<file path="config.mk">
export PLATFORM = sky130hd
export DESIGN_NAME = axi_node_w_router
export DESIGN_NICKNAME = d
export VERILOG_FILES = /design/src/rtl/axi_node_pkg.sv /design/src/rtl/axi_node_sel_fifo.sv /design/src/rtl/axi_node_w_router.sv
export SDC_FILE = /design/constraint.sdc
export NUM_CORES = 1
export LEC_CHECK = 0
export ABC_AREA = 1
export CAP_MARGIN = 20
export CORE_AREA = 2 2 101 103
export CTS_CLUSTER_SIZE = 12
export DETAILED_ROUTE_END_ITERATION = 10
export DIE_AREA = 0 0 103 105
export DONT_BUFFER_PORTS = 1
export PLACE_DENSITY = 0.44
export SLEW_MARGIN = 0
export SYNTH_ARGS = -nofsm -noshare
export SYNTH_HDL_FRONTEND = slang
export SYNTH_SLANG_ARGS = --single-unit
</file>
<file path="constraint.sdc">
create_clock -name clk_i -period 2.1 [get_ports clk_i]
set_input_delay 0.42 -clock clk_i [delete_from_list [all_inputs] [get_ports clk_i]]
set_output_delay 0.42 -clock clk_i [all_outputs]
set_load 0.1 [all_outputs]
</file>
<file path="src/rtl/axi_node_pkg.sv">
// Shared AXI node types: W beat container and select-width derivation.
package axi_node_pkg;

  // Upper bound on W data width carried by the shared beat struct; routers
  // use the low DATA_WIDTH bits.
  localparam int unsigned W_DATA_MAX = 1024;

  typedef struct packed {
    logic [W_DATA_MAX-1:0]   data;
    logic [W_DATA_MAX/8-1:0] strb;
    logic                    last;
  } w_beat_t;

  // Width of a master index; a single master still needs one select bit.
  function automatic int unsigned sel_width(input int unsigned n);
    return (n <= 1) ? 1 : $clog2(n);
  endfunction

endpackage

</file>
<file path="src/rtl/axi_node_sel_fifo.sv">
// Outstanding-AW select FIFO: holds the granted master index per accepted AW.
module axi_node_sel_fifo #(
  parameter int unsigned WIDTH = 1,
  parameter int unsigned DEPTH = 4
) (
  input  logic             clk_i,
  input  logic             rst_i,
  input  logic             push_i,
  input  logic [WIDTH-1:0] data_i,
  input  logic             pop_i,
  output logic             full_o,
  output logic             empty_o,
  output logic [WIDTH-1:0] head_o
);

  localparam int unsigned PW = (DEPTH <= 2) ? 1 : $clog2(DEPTH);
  localparam int unsigned CW = $clog2(DEPTH) + 1;

  logic [WIDTH-1:0] r_mem [DEPTH];
  logic [PW-1:0]    r_wptr;
  logic [PW-1:0]    r_rptr;
  logic [CW-1:0]    r_count;
  logic             w_push;
  logic             w_pop;

  assign full_o  = (r_count == CW'(DEPTH));
  assign empty_o = (r_count == '0);
  assign head_o  = r_mem[r_rptr];
  assign w_push  = push_i & ~full_o;
  assign w_pop   = pop_i & ~empty_o;

  // Pointer and occupancy tracking; pointers wrap naturally (DEPTH is 2^n).
  always_ff @(posedge clk_i) begin
    if (rst_i) begin
      r_wptr  <= '0;
      r_rptr  <= '0;
      r_count <= '0;
    end else begin
      if (w_push) r_wptr <= r_wptr + 1'b1;
      if (w_pop)  r_rptr <= r_rptr + 1'b1;
      case ({w_push, w_pop})
        2'b10:   r_count <= r_count + 1'b1;
        2'b01:   r_count <= r_count - 1'b1;
        default: r_count <= r_count;
      endcase
    end
  end

  // Storage array; contents are qualified by the count so need no reset.
  always_ff @(posedge clk_i) begin
    if (w_push) r_mem[r_wptr] <= data_i;
  end

endmodule

</file>
<file path="src/rtl/axi_node_w_router.sv">
// W channel router: AW handshakes record the granted master; W bursts are
// then routed from that master in AW order, one burst per recorded entry.
module axi_node_w_router
  import axi_node_pkg::*;
#(
  parameter int unsigned N_MASTER   = 2,
  parameter int unsigned ID_WIDTH   = 4,
  parameter int unsigned AUX_WIDTH  = 8,
  parameter int unsigned DATA_WIDTH = 64,
  parameter int unsigned FIFO_DEPTH = 4,
  localparam int unsigned SEL_WIDTH  = sel_width(N_MASTER),
  localparam int unsigned STRB_WIDTH = DATA_WIDTH / 8
) (
  input  logic                           clk_i,
  input  logic                           rst_i,
  input  logic                           aw_valid_i,
  output logic                           aw_ready_o,
  input  logic [SEL_WIDTH-1:0]           aw_sel_i,
  input  logic [ID_WIDTH-1:0]            aw_id_i,
  input  logic [AUX_WIDTH-1:0]           aw_aux_i,
  output logic                           oup_aw_valid_o,
  input  logic                           oup_aw_ready_i,
  output logic [ID_WIDTH-1:0]            oup_aw_id_o,
  output logic [AUX_WIDTH-1:0]           oup_aw_aux_o,
  input  logic [N_MASTER*DATA_WIDTH-1:0] inp_wdata_i,
  input  logic [N_MASTER*STRB_WIDTH-1:0] inp_wstrb_i,
  input  logic [N_MASTER-1:0]            inp_wlast_i,
  input  logic [N_MASTER-1:0]            inp_wvalid_i,
  output logic [N_MASTER-1:0]            inp_wready_o,
  output logic [DATA_WIDTH-1:0]          oup_wdata_o,
  output logic [STRB_WIDTH-1:0]          oup_wstrb_o,
  output logic                           oup_wlast_o,
  output logic                           oup_wvalid_o,
  input  logic                           oup_wready_i
);

  logic                 w_full;
  logic                 w_empty;
  logic [SEL_WIDTH-1:0] w_head;
  logic                 w_push;
  logic                 w_pop;
  logic                 w_route;
  logic                 w_sel_valid;
  w_beat_t              w_beat;

  assign oup_aw_valid_o = ~rst_i & aw_valid_i & ~w_full;
  assign aw_ready_o     = ~rst_i & oup_aw_ready_i & ~w_full;
  assign oup_aw_id_o    = aw_id_i;
  assign oup_aw_aux_o   = aw_aux_i;

  assign w_push  = aw_valid_i & aw_ready_o;
  assign w_route = ~rst_i & ~w_empty;
  assign w_pop   = oup_wvalid_o & oup_wready_i & oup_wlast_o;

  axi_node_sel_fifo #(
    .WIDTH (SEL_WIDTH),
    .DEPTH (FIFO_DEPTH)
  ) u_sel_fifo (
    .clk_i   (clk_i),
    .rst_i   (rst_i),
    .push_i  (w_push),
    .data_i  (aw_sel_i),
    .pop_i   (w_pop),
    .full_o  (w_full),
    .empty_o (w_empty),
    .head_o  (w_head)
  );

  // Mux the head master's W beat to the output and return ready to it only.
  always_comb begin
    w_beat       = '0;
    w_sel_valid  = 1'b0;
    inp_wready_o = '0;
    for (int unsigned m = 0; m < N_MASTER; m++) begin
      if (w_head == SEL_WIDTH'(m)) begin
        w_beat.data[DATA_WIDTH-1:0] = inp_wdata_i[m*DATA_WIDTH +: DATA_WIDTH];
        w_beat.strb[STRB_WIDTH-1:0] = inp_wstrb_i[m*STRB_WIDTH +: STRB_WIDTH];
        w_beat.last                 = inp_wlast_i[m];
        w_sel_valid                 = inp_wvalid_i[m];
        inp_wready_o[m]             = w_route & oup_wready_i;
      end
    end
    oup_wvalid_o = w_route & w_sel_valid;
    oup_wdata_o  = w_route ? w_beat.data[DATA_WIDTH-1:0] : '0;
    oup_wstrb_o  = w_route ? w_beat.strb[STRB_WIDTH-1:0] : '0;
    oup_wlast_o  = w_route & w_beat.last;
  end

  // An out-of-range master index is a fabric bug with no recovery path.
  always_ff @(posedge clk_i) begin
    if (!rst_i && w_push) begin
      assert (int'(aw_sel_i) < int'(N_MASTER))
        else $fatal(1, "aw_sel_i out of range");
    end
  end

endmodule
</file>
# Word level (Yosys, flattened, before mapping)
# Memories as Yosys holds them, arrays and structs flattened. A register that Yosys moved wholly into a read port is not among the register bits.
# Cells that the tools add are included.
# W data, S select, Z words.
# totals
regBits	7
latch_bits	0
ram_bits	4
romBits	0
in_bits	166
output_inout_bits	90
word_cells	41
mem_count	1
# memory_table
name	depth	width	read_ports	rd_clocked_by_memory_dff	wr	line	text
u_sel_fifo.r_mem	4	1	1	1	1	axi_node_sel_fifo.sv:19	logic [WIDTH-1:0] r_mem [DEPTH];
# classes
addsub	4
multipliers	0
div_mod_pow	0
order_cmp	0
n_eq_ne	3
shift	0
n_mux	12
bitwise	16
n_reduce_logical	2
# ops
op	n
$mux W64	2
$and A1 B1 Y1	13
$mux W9	1
$mux W8	1
$pmux W3 S2	1
$mux W1	5
$add A2 B1 Y2 const B	2
$mux W2	2
$add A3 B1 Y3 const B	1
$eq A3 B3 Y1 const B	1
$logic_not A3 Y1	1
$not A1 Y1	3
$sub A3 B1 Y3 const B	1
$eq A2 B1 Y1 const B	1
$eq A2 B2 Y1 const B	1
$reduce_bool A2 Y1	1

# Logic depth before layout (Yosys ltp)
# Gate-level depths: netlist (run 1).
# logic_depth
depth_word	9
depth_mapped	16
ltp_nobuf	16

# Modules after synthesis
# A second synthesis (run 1) with hierarchy kept.
# hier_totals
cells_unflattened	356
area_unflattened_um2	1883.1
# by_module_without_submodules
module	instances	cells_each	area_each_um2	seq_area_each_um2
axi_node_w_router	1	275	1223.7	0.0
axi_node_sel_fifo	1	81	659.4	300.3

# Least setup slack after synthesis (run 1)
# Ideal clock, no wire load.
# synth_timing
path_type	reg-to-output
from	register with a tool-made name
to	output inp_wready_o[1]
arrival_ns	2.900
required_ns	1.680
slack_ns	-1.220
path_stages_with_launch	8
path_buffers	2
cell_sequence	dfxtp_1 inv_1 nand2_1 nand3_2 nand2_4 buf_12 buf_6 nor3_1
# synth_lines
element	line	text
to (decl)	axi_node_w_router.sv:29	output logic [N_MASTER-1:0] inp_wready_o,

==> metrics.txt, run 1 <==
initial core utilization=0.211; Cell Area, Synth=2030 sq um; critical path peak fanout=8; global placer's final weighted congestion=0.786; crit path kind=flip-flop to output port; CP Capture Type=output port; Port Buffers=0; Post-CTS Hold Buffers=0; Die X-Extent=103 um; fillers=836; CTS tree=yes; placed insts=531; ant diodes=0; # Max-Cap Violations=0; FP Rows=36; combinational share of power=0.622; Mapped Cells=344; initial antenna violation count=0; gr usage total=0.160; area leader, netlist=nand2_1; Final period util=1.03; Pre-antenna DRT Iters=6; critical path endpoint=oup_wstrb_o[7]; Setup-failing EPs final=46; H-tree levels=1; PD cells=247 nW/um^2; Sw Ratio=0.476; Tmin final=2160 ps; Worst Tran Pin Value=303 ps; grt ovf=0; first-pass GRT wire length=13.6 mm; TritonCTS Buffers=3; die area=10800 sq um; Avg Cell Area, Syn=5.91 sq um; Pwr Total=0.00130 W; Core Area=9640 sq um; Clock power frac=0.173; Layout Cells excl Fill=557; Worst Skew=2.41 ps; FMAX=462 MHz; Antenna Violating Nets Remaining=0; vias per std cell=4.80; DRC viols=0; post-synthesis cell type count=30; clock root buffer=clkbuf_8; Yosys top cell area share=0.284; Hold Path Class=primary input to flip-flop; Post-DP HPWL=7.05 mm; arrival time at the worst endpoint=1740 ps; Die H=105 um; worst skew pair latency=240 ps; RSZ-0062 raised after global routing=yes; Initial DRC Count=135; clk slew on worst S/H paths=60 ps; P_leak=1.91 nW; synth warn=0; Max IR drop VDD=0.328 mV; failing checks=negative setup slack; Net Sw Power=0.000618 W; fraction of layout cells with a size suffix above 1=0.675; r2r worst-path depth=16; Slew headroom=0.798; Net Count, Synth=516; reg2reg end=u_sel_fifo.r_count[2]; WP data required=1680 ps; Final Hold Viols=0; status=finished, violations left; routed len/inst=19.2 um; Flop pwr share=0.205; #FFs+latches synth=13; Pint=0.000680 W; flop-to-flop setup slack=-50 ps; final WL=10.7 mm; dominant cells by area after synthesis=nand2_1, a21oi_1, dfxtp_1; register area share after synthesis=0.148; crit start category=flip-flop; I/O pin count=256; final worst slack=-63.1 ps; nets=597; Slew Limit Fails=0; area delta synth->final=159%; CTS max path bufs=2; vias in the first global route=2673; vias=2671; largest net degree at the start of global routing=35; Clock Sinks=13
-- kinds of logic after synthesis --
family,share of synthesized area
simple gates,0.367
compound gates,0.242
buf+inv,0.199
flops,0.148
fa+ha+maj,0.0406
xor+xnor,0.00431
-- worst min path at each step --
stage / cells past startpoint / end / from
2_1_floorplan: 2 / flip-flop / u_sel_fifo.r_rptr[1]
5_1_grt: 1 / u_sel_fifo.r_count[1] / rst_i
6_report: 1 / u_sel_fifo.r_count[1] / rst_i
3_3_place_gp: 2 / u_sel_fifo.r_rptr[1] / u_sel_fifo.r_rptr[1]
3_5_place_dp: 1 / u_sel_fifo.r_count[1] / rst_i
4_1_cts: 1 / u_sel_fifo.r_count[1] / rst_i
-- critical path: stages (launching register included) --
cell and delay, ps:
dfxtp_2 330, inv_2 70, nand2_2 60, nand3_4 110
nand2_8 90, clkinv_8 80, buf_12 130, clkbuf_16 180
nand2_2 70, a21oi_4 160, buf_12 190
-- synth_stat cells --
library cell and instances:
a21boi_0 1, a21oi_1 69, a21oi_2 10, a21oi_4 1, buf_12 1, buf_2 6
buf_4 15, buf_6 13, clkbuf_8 1, dfxtp_1 9, edfxtp_1 4, fa_1 1
ha_1 5, inv_1 19, inv_2 1, inv_4 1, nand2_1 154, nand2_2 2
nand2_4 1, nand3_1 3, nand3_2 3, nor2_1 10, nor2_2 2, nor2_4 3
nor3_1 1, nor3_2 1, o21a_1 1, o21ai_0 4, o21ai_2 1, xor2_1 1
-- cells in the final DEF (no fill, tap or decap), drive strengths merged --
cell type / n
xor2: 1
buf: 104
o21ai: 5
nand2: 157
fa: 1
nand3: 6
a21boi: 1
ha: 5
o21a: 1
clkbuf: 11
inv: 20
edfxtp: 4
a21oi: 80
dfxtp: 9
clkinv: 2
nor2: 15
nor3: 2
-- power groups by stage --
stage	Sequential, W	Combinational [W]	Clock [W]
CTS	0.000266	0.000760	0.000230
floorplan	0.000271	0.000627	0
finish	0.000266	0.000807	0.000225
global placement	0.000271	0.000701	0
detailed placement	0.000271	0.000710	0
global route	0.000267	0.000839	0.000243
-- cell type report --
type,count,area (sq um),share of cell area
inverter,21,96.3,0.0183
multi-input combinational,274,2480,0.471
sequential,13,304,0.0577
timing repair buffer,112,2170,0.412
tap,133,166,0.0316
clock inverter,1,5.00,0.000950
clock buffer,3,41.3,0.00784
-- per-stage QoR --
stage               worst slack [ps]  setup TNS (ps)  area [sq um]  utilization  hold slack [ps]
finish                         -63.1           -1470          5270        0.546              238
global route                    -167           -6850          5270        0.546              233
floorplan                       -311            -937          2860            -              457
global placement                 103               0          4410        0.457              491
CTS                            -69.5           -1900          4810        0.499              241
detailed placement              19.6               0          4410        0.457              500
-- per-layer routing --
metal  global-route usage  up-vias  part of all wire
li1                     -     1247                 -
met1                0.175     1264              0.36
met2                0.303      140              0.55
met3               0.0308       20             0.076
met4               0.0451        0             0.019
met5                    0        -                 0
-- timing repair --
action / 4_1_cts / 5_1_grt
cloned: 5 / 8
buffers inserted: 7 / 2
pin swaps: 19 / 28
endpoints found under the setup margin: 74 / 77
resized for setup: 46 / 71
Note: power is estimated with default switching activity, not from simulation.
==> run 2, diff against run 1 <==
--- a/constraint.sdc
+++ b/constraint.sdc
@@ -3,2 +3,2 @@
 set_output_delay 0.42 -clock clk_i [all_outputs]
-set_load 0.1 [all_outputs]
+set_load 0.005 [all_outputs]
==> metrics.txt, run 2 (synthesis gave the netlist of run 1 again) <==
status=finished clean (was finished, violations left); Clock power frac=0.320 (was 0.173); Worst Tran Pin Value=288 ps (was 303 ps); vias=2155 (was 2671); Fin Hold WS=245 ps (was 238 ps); largest net degree at the start of global routing=74 (was 35); initial core utilization=0.211 (unchanged); fin area=2260 sq um (was 5270 sq um); Slew Limit Fails=0 (unchanged); ant diodes=0 (unchanged); grt ovf=0 (unchanged); peak per-stage delay on the critical path=370 ps (was 330 ps); Max IR drop VDD=0.287 mV (was 0.328 mV); P_leak=0.913 nW (was 1.91 nW); H-tree levels=1 (unchanged); routed len/inst=15.1 um (was 19.2 um); area delta synth->final=11.0% (was 159%); crit start category=flip-flop (unchanged); WP data required=2230 ps (was 1680 ps); clk slew on worst S/H paths=60 ps (about the same); # Max-Cap Violations=0 (unchanged); Net Sw Power=0.000216 W (was 0.000618 W); FMAX=484 MHz (was 462 MHz); Flop pwr share=0.388 (was 0.205); Antenna Violating Nets Remaining=0 (unchanged); Worst Skew=4.58 ps (was 2.41 ps); Layout Cells excl Fill=467 (was 557); arrival time at the worst endpoint=2200 ps (was 1740 ps); Final Hold Viols=0 (unchanged); Post-CTS Hold Buffers=0 (unchanged); slowest cell on the critical path=fa_2 (was dfxtp_2); Setup-failing EPs final=0 (was 46); global placer's final weighted congestion=0.813 (was 0.786); combinational share of power=0.292 (was 0.622); commonest non-fill, non-tap cell in the layout=nand2_1; Clock Sinks=13 (unchanged); TritonCTS Buffers=3 (unchanged); fraction of layout cells with a size suffix above 1=0.201 (was 0.675); initial antenna violation count=0 (unchanged); Final period util=0.984 (was 1.03); Slew headroom=0.808 (was 0.798); Pwr Total=0.000687 W (was 0.00130 W); nets=507 (was 597); Die H=105 um (unchanged); delay-heaviest family, CP=simple AND/OR/NAND/NOR gates (was buffers and inverters); Core Area=9640 sq um (unchanged); gr usage total=0.109 (was 0.160); Reg area=303 sq um (was 304 sq um); Port Buffers=0 (unchanged); most frequent cells in the layout=nand2_1, a21oi_1, inv_1, buf_4, a21oi_2 (was nand2_1, buf_12, a21oi_4, nand2_2, nand2_4); final WL=7.05 mm (was 10.7 mm); first-pass GRT wire length=9.09 mm (was 13.6 mm); I/O pin count=256 (unchanged); CTS tree=yes (unchanged); Die X-Extent=103 um (unchanged); FP Rows=36 (unchanged); worst path bufs/invs=2 (was 5); Hold Path Class=primary input to flip-flop (unchanged); Sw Ratio=0.314 (was 0.476); vias per std cell=4.61 (was 4.80); worst skew pair latency=240 ps (about the same); crit path kind=flip-flop to flip-flop (was flip-flop to output port); multi-input logic area=1410 sq um (was 2480 sq um); CTS max path bufs=2 (unchanged); RSZ-0062 raised after global routing=yes (unchanged); PD cells=304 nW/um^2 (was 247 nW/um^2); vias in the first global route=1775 (was 2673); clock root buffer=clkbuf_8 (unchanged); placed insts=459 (was 531); Post-DP HPWL=5.32 mm (was 7.05 mm); CP Capture Type=flip-flop (was output port); Initial DRC Count=89 (was 135); critical path peak fanout=5 (was 8); Tmin final=2070 ps (was 2160 ps); critical path cell sequence=nand2_1, nand3_4, nand2_8, nand2_4, nand3_4, nor2_4, nand2_2, inv_2, ha_4, inv_2, fa_2, a21oi_2, o21ai_2, o21ai_1, a21oi_1 (was inv_2, nand2_2, nand3_4, nand2_8, clkinv_8, buf_12, clkbuf_16, nand2_2, a21oi_4, buf_12); fillers=1090 (was 836); Pre-antenna DRT Iters=4 (was 6); DRC viols=0 (unchanged); Setup Total Neg Slack=0 ps (was -1470 ps); Pint=0.000471 W (was 0.000680 W); die area=10800 sq um (unchanged); dpl cell area=2040 sq um (was 4410 sq um)
[run 2: cell types whose count changed in the layout (fill, tap and decap cells not counted), sizes merged]
cell	change
buf	-84
clkbuf	-6
clkinv	-2
inv	+1
bufbuf	+1
[run 2: stage by stage]
stage,util,worst slack [ps]
6_report,0.234,32.9
5_1_grt,0.234,-133
4_1_cts,0.222,1.25
3_5_place_dp,0.211,-58.9
3_3_place_gp,0.211,-9.76
2_1_floorplan,-,64.1
[run 2: path summary, 6_finish.rpt]
check	start	endpoint	slack, ps	depth (start not counted)
min	rst_i	u_sel_fifo.r_count[1]	240	1
max	flip-flop	u_sel_fifo.r_count[2]	30	15
min reg2reg	u_sel_fifo.r_rptr[1]	flip-flop	490	2
max reg2reg	flip-flop	u_sel_fifo.r_count[2]	30	15
[run 2: worst reg2reg max path: stages, from the launching register on]
cell     delay [ps]
dfxtp_2         340
nand2_1          80
nand3_4         120
nand2_8          80
nand2_4          80
nand3_4          70
nor2_4          130
nand2_2          80
inv_2            70
ha_4            120
inv_2            40
fa_2            370
a21oi_2         140
o21ai_2          70
o21ai_1         120
a21oi_1          50
[run 2: power by group through the flow]
stage | combinational (W) | clock [W] | sequential, W
final | 0.000201 | 0.000220 | 0.000266
after global placement | 0.000178 | 0 | 0.000271
after detailed placement | 0.000180 | 0 | 0.000271
after floorplan | 0.000175 | 0 | 0.000271
after CTS | 0.000192 | 0.000228 | 0.000266
after global routing | 0.000230 | 0.000237 | 0.000267
[run 2: repair_timing]
item                                    CTS  global route
endpoints found under the setup margin   12            24
pin swaps                                 0             9
buffers inserted                          0             2
gates cloned                              1             1
gates resized for setup                   7            20
hold endpoints to repair                  0             0
[run 2: per-layer routing]
| metal | up-vias | GRT usage | share of wire |
|---|---|---|---|
| met5 | - | 0 | 0 |
| met4 | 0 | 0.0207 | 0.0020 |
| met2 | 140 | 0.203 | 0.50 |
| met1 | 952 | 0.122 | 0.40 |
| met3 | 2 | 0.0274 | 0.10 |
| li1 | 1061 | - | - |
[run 2: cell type report]
type / count / area share
multi-input cells: 274 / 0.625
flip-flops and latches: 13 / 0.134
repair buffers: 22 / 0.111
well taps: 133 / 0.0737
inverters: 21 / 0.0360
clock buffers: 4 / 0.0199
